$ cat src/rtl/pipe_stage_reg.sv
`default_nettype none
// ============================================================================
// Module      : pipe_stage_reg
// Description : MEM/WB pipeline stage register with valid/ready handshake,
//               flush, qualified write-back outputs and a saturating stall
//               counter. Define PIPE_STAGE_REG_SKID_EN to add a skid entry.
// Revision    : 1.0 - initial release
// ============================================================================
module pipe_stage_reg #(
    parameter int DATA_W = 32,
    parameter int ADDR_W = 5,
    parameter int CTRL_W = 2
) (
    input  logic              clk_i,
    input  logic              rst_n_i,
    input  logic              valid_i,
    output logic              ready_o,
    input  logic [CTRL_W-1:0] wb_i,
    input  logic [DATA_W-1:0] mem_data_i,
    input  logic [DATA_W-1:0] alu_data_i,
    input  logic [ADDR_W-1:0] rd_addr_i,
    input  logic              flush_i,
    output logic              valid_o,
    input  logic              ready_i,
    output logic [CTRL_W-1:0] wb_o,
    output logic              reg_write_o,
    output logic              mem_to_reg_o,
    output logic [DATA_W-1:0] wb_data_o,
    output logic [ADDR_W-1:0] rd_addr_o,
    output logic [15:0]       stall_cnt_o
);

    logic              w_valid;
    logic              w_ready;
    logic              w_accept;
    logic [CTRL_W-1:0] r_wb;
    logic [DATA_W-1:0] r_mem;
    logic [DATA_W-1:0] r_alu;
    logic [ADDR_W-1:0] r_rd;
    logic [15:0]       r_stall_cnt;

`ifdef PIPE_STAGE_REG_SKID_EN
    localparam logic [1:0] C_ST_EMPTY = 2'd0;
    localparam logic [1:0] C_ST_ONE   = 2'd1;
    localparam logic [1:0] C_ST_TWO   = 2'd2;

    logic [1:0]        r_state;
    logic [1:0]        w_state_nxt;
    logic              w_retire;
    logic              w_load_main;
    logic              w_load_skid;
    logic              w_main_from_skid;
    logic [CTRL_W-1:0] r_skid_wb;
    logic [DATA_W-1:0] r_skid_mem;
    logic [DATA_W-1:0] r_skid_alu;
    logic [ADDR_W-1:0] r_skid_rd;

    always_ff @(posedge clk_i or negedge rst_n_i) begin
        if (!rst_n_i) begin
            r_state <= C_ST_EMPTY;
        end else begin
            r_state <= w_state_nxt;
        end
    end

    always_comb begin
        w_state_nxt = r_state;
        if (flush_i) begin
            w_state_nxt = C_ST_EMPTY;
        end else begin
            case (r_state)
                C_ST_EMPTY: if (w_accept) w_state_nxt = C_ST_ONE;
                C_ST_ONE: begin
                    if (w_accept && !w_retire)      w_state_nxt = C_ST_TWO;
                    else if (!w_accept && w_retire) w_state_nxt = C_ST_EMPTY;
                end
                C_ST_TWO: if (w_retire) w_state_nxt = C_ST_ONE;
                default:  w_state_nxt = C_ST_EMPTY;
            endcase
        end
    end

    // ready_o comes straight from state, so it is a registered !skid_valid.
    always_comb begin
        w_valid          = (r_state != C_ST_EMPTY);
        w_ready          = (r_state != C_ST_TWO);
        w_accept         = valid_i && w_ready && !flush_i;
        w_retire         = w_valid && ready_i && !flush_i;
        w_load_main      = w_accept && ((r_state == C_ST_EMPTY) ||
                                        ((r_state == C_ST_ONE) && w_retire));
        w_load_skid      = w_accept && (r_state == C_ST_ONE) && !w_retire;
        w_main_from_skid = w_retire && (r_state == C_ST_TWO);
    end

    always_ff @(posedge clk_i or negedge rst_n_i) begin
        if (!rst_n_i) begin
            r_wb       <= '0;
            r_mem      <= '0;
            r_alu      <= '0;
            r_rd       <= '0;
            r_skid_wb  <= '0;
            r_skid_mem <= '0;
            r_skid_alu <= '0;
            r_skid_rd  <= '0;
        end else begin
            if (w_load_main) begin
                r_wb  <= wb_i;
                r_mem <= mem_data_i;
                r_alu <= alu_data_i;
                r_rd  <= rd_addr_i;
            end else if (w_main_from_skid) begin
                r_wb  <= r_skid_wb;
                r_mem <= r_skid_mem;
                r_alu <= r_skid_alu;
                r_rd  <= r_skid_rd;
            end
            if (w_load_skid) begin
                r_skid_wb  <= wb_i;
                r_skid_mem <= mem_data_i;
                r_skid_alu <= alu_data_i;
                r_skid_rd  <= rd_addr_i;
            end
        end
    end
`else
    logic r_valid;

    assign w_valid  = r_valid;
    assign w_ready  = !r_valid || ready_i;
    assign w_accept = valid_i && w_ready && !flush_i;

    always_ff @(posedge clk_i or negedge rst_n_i) begin
        if (!rst_n_i) begin
            r_valid <= 1'b0;
            r_wb    <= '0;
            r_mem   <= '0;
            r_alu   <= '0;
            r_rd    <= '0;
        end else if (flush_i) begin
            r_valid <= 1'b0;
        end else if (w_accept) begin
            r_valid <= 1'b1;
            r_wb    <= wb_i;
            r_mem   <= mem_data_i;
            r_alu   <= alu_data_i;
            r_rd    <= rd_addr_i;
        end else if (ready_i) begin
            r_valid <= 1'b0;
        end
    end
`endif

    always_ff @(posedge clk_i or negedge rst_n_i) begin
        if (!rst_n_i) begin
            r_stall_cnt <= '0;
        end else if (w_valid && !ready_i && !flush_i && (r_stall_cnt != 16'hFFFF)) begin
            r_stall_cnt <= r_stall_cnt + 16'd1;
        end
    end

    assign ready_o      = w_ready;
    assign valid_o      = w_valid;
    assign wb_o         = r_wb;
    assign mem_to_reg_o = r_wb[0];
    assign rd_addr_o    = r_rd;
    assign wb_data_o    = r_wb[0] ? r_mem : r_alu;
    assign reg_write_o  = w_valid && r_wb[1] && (r_rd != '0);
    assign stall_cnt_o  = r_stall_cnt;

endmodule
`default_nettype wire

$ cat config.mk
export PLATFORM = sky130hd
export DESIGN_NAME = pipe_stage_reg
export DESIGN_NICKNAME = d
export VERILOG_FILES = /design/src/rtl/pipe_stage_reg.sv
export SDC_FILE = /design/constraint.sdc
export NUM_CORES = 1
export LEC_CHECK = 0
export BUFFER_PORTS_ARGS = -buffer_cell sky130_fd_sc_hd__buf_2
export CAP_MARGIN = 20
export CORE_MARGIN = 1.5
export CORE_UTILIZATION = 45
export DETAILED_ROUTE_END_ITERATION = 10
export PLACE_DENSITY = 0.7
export SYNTH_ARGS = -nofsm -noshare
export SYNTH_HDL_FRONTEND = slang
export SYNTH_SLANG_ARGS = --single-unit
export TNS_END_PERCENT = 30
$ cat constraint.sdc
create_clock -name clk_i -period 4.3 [get_ports clk_i]
set_input_delay 0 -clock clk_i [delete_from_list [all_inputs] [get_ports clk_i]]
set_output_delay 0 -clock clk_i [all_outputs]
set_load 0.1 [all_outputs]
# [Word-level counts from Yosys, hierarchy flattened]
# Index checks and enable logic that the tools add are counted.
[classes] n_addsub=1 eq_ne=1 n_mux=4 n_reduce_logical=14 bitwise=1
[op_table] cell="32-bit two-way mux" count=1
[op_table] cell="16-bit by 1-bit adder with 16-bit output (second input constant)" count=1
[op_table] cell="16-bit != test (second input constant)" count=1
[op_table] cell="1-bit logical AND" count=7
[op_table] cell="5-bit nonzero test" count=1
[op_table] cell="1-bit logical NOT" count=3
[op_table] cell="1-bit two-way mux" count=3
[op_table] cell="3-bit nonzero test" count=1
[op_table] cell="2-bit AND reduction" count=1
[op_table] cell="1-bit logical OR" count=1
[op_table] cell="1-bit NOT" count=1
[word_totals] output_inout_bits=59 reg_bits=88 input_bits=76 word_cells=27

# [Logic depth before layout (Yosys ltp)]
[depth] depth_word=6 mapped_depth=5 ltp_nobuf=5

# [Least setup slack after synthesis]
# No wires, ideal clock.
[synth_path] kind="register to register" from="reg r_stall_cnt[0] (netlist: stall_cnt_o[0])" to="reg r_stall_cnt[8] (netlist: stall_cnt_o[8])" required_time_ps=4140 setup_ps=160 arrival_ps=2182 period_less_slack_ps=2343 setup_slack_ps=1957 stages_incl_launch_ff=6 n_path_buf=0 path_cell_list="dfrtp_1 -> ha_1 -> nand3_2 -> nand2b_1 -> or3_1 -> xnor2_1"
[synth_between] elab_chain_cells=2 elab_cells_between_ends=3 cone_classes="add/sub (1); eq/ne (1); reduce/logical (1)"
[synth_lines] item="start, declared" line="40" text="logic [15:0] r_stall_cnt;"
[synth_lines] item="start signal, assigned" line="157" text="r_stall_cnt <= r_stall_cnt + 16'd1;"
[synth_lines] item="parallel branches: the longest is 2 deep, another holds 16-bit by 1-bit adder with 16-bit output"
# Several ways; the timed one is not identified.
# A chain may end at the register's enable or synchronous reset.

# [Worst setup path in the final report]
[layout_path] from="reg r_valid (netlist: valid_o)" to="reg r_mem[10]"
[layout_between] elab_chain_cells=5
[layout_lines] item="start, declared" line="126" text="logic r_valid;"
[layout_lines] item="start signal, assigned" line="134" text="r_valid <= 1'b0;"
[layout_lines] item="start signal, assigned" line="140" text="r_valid <= 1'b0;"
[layout_lines] item="start signal, assigned" line="142" text="r_valid <= 1'b1;"
[layout_lines] item="1-bit logical NOT" line="129" text="assign w_ready = !r_valid || ready_i;"
[layout_lines] item="1-bit logical OR" line="129"
[layout_lines] item="1-bit logical AND (2 in a row)" line="130" text="assign w_accept = valid_i && w_ready && !flush_i;"
[layout_lines] item="2-bit AND reduction (no line)"
[layout_lines] item="end signal, assigned" line="144" text="r_mem <= mem_data_i;"
[layout_lines] item="end, declared" line="37" text="logic [DATA_W-1:0] r_mem;"
# No other way between the ends.

==> flow_metrics.py <==
metrics = {
    "place": {
        "place_hpwl_mm": 5.37,
        "place_area_um2": 4680,
        "port_buffers": 134,
        "dpl.cell_count": 497,
        "place_congestion": 0.784,
    },
    "clocking": {
        "cts_resized": 0,
        "cts-root-buf": "clkbuf_8",
        "htreeDepth": 3,
        "clockBufferDepth": 2,
        "clock_sinks": 88,
        "cts_made_buffers": 9,
        "cts_setup_buffers": 0,
        "ctsHoldBuffers": 74,
        "path_clk_slew_ns": 0.10,
        "cts_tree": "built",
        "clock_latency_ns": 0.35,
    },
    "grt": {
        "grt_max_degree": 89,
        "grt_first_pass_wirelength_mm": 13.9,
        "antenna_found_initial": 0,
        "grt_overflow": 0,
        "groute.usage.overall_pct": 19.6,
        "grt_pass1_vias": 2993,
    },
    "setup_path": {
        "r2r_start": "valid_o",
        "crit_path_cell_trace": "nor2b_1 > nor3b_2 > buf_4 > mux2_2",
        "path_buf_inv": 1,
        "endpoint_kind": "flop",
        "cpLargestDelayFamily": "buffers and inverters",
        "critical_path_class": "reg2reg",
        "cp_data_arrival_time_ns": 2.30,
        "cp.required_ns": 4.53,
        "rrSetupSlack_ns": 2.24,
        "worstRegToRegCells": 4,
        "critPathMaxFanout": 71,
        "startpoint_type": "flop",
        "slowest_delay_ns": 0.67,
        "cp_slowest_cell": "buf_4",
        "timing.rr.end": "r_mem[10]",
    },
    "logic_synthesis": {
        "syn_area_um2": 3910,
        "syn_avg_cell_area_um2": 14.5,
        "synth_warnings": 0,
        "syn_nets": 346,
        "yosysSeqAreaShare_pct": 56.3,
        "netlist_instances": 269,
        "synth.area.top_cells": "dfrtp_1, mux2_2, nand4_1, xnor2_1, buf_2",
        "synth.top_cell.area_share_pct": 56.3,
        "ys_types": 40,
        "yosys_register_bits": 88,
        "yosys.area.top_type": "dfrtp_1",
    },
    "drt": {
        "dr_total_vias": 2918,
        "viasPerCell": 4.96,
        "drt_iter0_drc": 75,
        "drtAntennaViolNets": 0,
        "first_pass_iters": 4,
        "wirelength_mm": 8.92,
        "wl_per_cell_um": 15.2,
        "drcViolationCount": 0,
    },
    "flow_run": {
        "drv_cap": 0,
    },
    "sta": {
        "rsz0062_at_grt": "false",
        "setup-violations-final": 0,
        "drv_slew": 0,
        "max_freq_ghz": 0.484,
        "fin_crit_ns": 2.06,
        "skew_ns": 0.0112,
        "finalHoldViolCount": 0,
        "max_slew_margin_pct": 38.4,
        "tightest_slew_ns": 0.924,
        "setup_tns_ns": 0,
        "fin_crit_sh_pct": 48.0,
    },
    "die": {
        "core-area_um2": 8340,
        "rows": 33,
        "boundaryPins": 135,
        "start_util_pct": 46.9,
        "chipWidth_um": 96.3,
        "dieArea_um2": 9270,
        "die_h_um": 96.3,
    },
    "power_and_ir_drop": {
        "finalPower_w": 0.00293,
        "max-vdd-ir-drop_mv": 0.366,
        "power_density_nw_per_um2": 521,
        "leakagePower_nw": 2.60,
    },
    "layout": {
        "post-route-cell-area_um2": 5620,
        "fin_nets": 555,
        "area_growth_pct": 43.7,
        "layout_commonest_cell": "buf_2",
        "layout.cells.non_filler": 588,
        "drive_gt1_share_pct": 55.7,
        "n_antenna_cell": 0,
        "nFillCells": 631,
        "layout_common_cells": "buf_2, mux2_2, dfrtp_1",
    },
    "hold_path": {
        "hp-class": "in2async",
    },
    "outcome": {
        "status": "completed",
    },
}
==> registers in the layout (all words and copies together) (netlist names) <==
signal       count
valid_o          1
r_mem           32
rd_addr_o        5
wb_o             2
stall_cnt_o     16
r_alu           32
==> metrics by stage <==
stage | util, % | setup WS [ns] | hold slack, ns
5_1_grt | 67.4 | 2.11 | 0.0392
2_1_floorplan | - | 1.96 | -0.296
3_5_place_dp | 56.1 | 2.29 | 0.225
3_3_place_gp | 56.1 | 2.32 | 0.224
6_report | 67.4 | 2.24 | 0.0373
4_1_cts | 67.1 | 2.26 | 0.0109
==> layout make-up <==
cell class,instances,area [um2],share of cell area [%]
multi-input combinational,167,1650,29.3
tap,105,131,2.34
clock inverter,7,56.3,1.00
clock buffer,9,124,2.20
sequential,88,2200,39.2
timing repair buffer,211,1460,25.9
inverter,1,3.75,0.0667
==> Yosys cell counts, drive strengths merged <==
master  number
or2          1
o31ai        1
and4         1
mux2       105
o21a         2
nand2b       2
buf          9
o211ai       1
inv          1
nand4        9
nand2        2
ha           1
dfrtp       88
o311a        1
nand3        2
nor2        10
a31oi        3
or3b         1
xnor2        5
a21oi        4
and2         1
o21ba        1
xor2         2
a41oi        2
nor3b        2
clkbuf       4
nor3         1
nor2b        1
o2111a       2
or3          2
and3         2
==> worst max-delay path by stage <==
stage                                end  cells past startpoint  slack (ns)      startpoint
after floorplan           stall_cnt_o[8]                      5        1.96  stall_cnt_o[0]
after global routing           r_mem[31]                      4        2.11         valid_o
after detailed placement       r_mem[14]                      4        2.29         valid_o
final                          r_mem[10]                      4        2.24         valid_o
after CTS                      r_mem[27]                      4        2.26         valid_o
after global placement         r_mem[24]                      4        2.32         valid_o
==> report_power, final <==
group / leakage [nW] / internal (W) / switching, W / total, W
Combinational: 1.44 / 0.000338 / 0.00102 / 0.00136
Sequential: 1.07 / 0.000959 / 0.0000837 / 0.00104
Clock: 0.0902 / 0.000216 / 0.000314 / 0.000530
Total: 2.60 / 0.00151 / 0.00141 / 0.00293
==> per-layer routing <==
metal	global-route usage [%]	up-vias	share of wire (%)
li1	-	1406	-
met1	23.4	1430	43
met2	34.7	73	51
met3	4.03	9	4.7
met4	6.99	0	1.3
met5	0	-	0
==> cells by family after synthesis <==
family,after synthesis,synth area share (%)
mux,105,30.3
flops,88,56.3
simple gates,37,6.20
compound gates,17,3.64
buf+inv,14,1.69
xor+xnor,7,1.57
fa+ha+maj,1,0.320
Power figures use the tool's default switching activity.
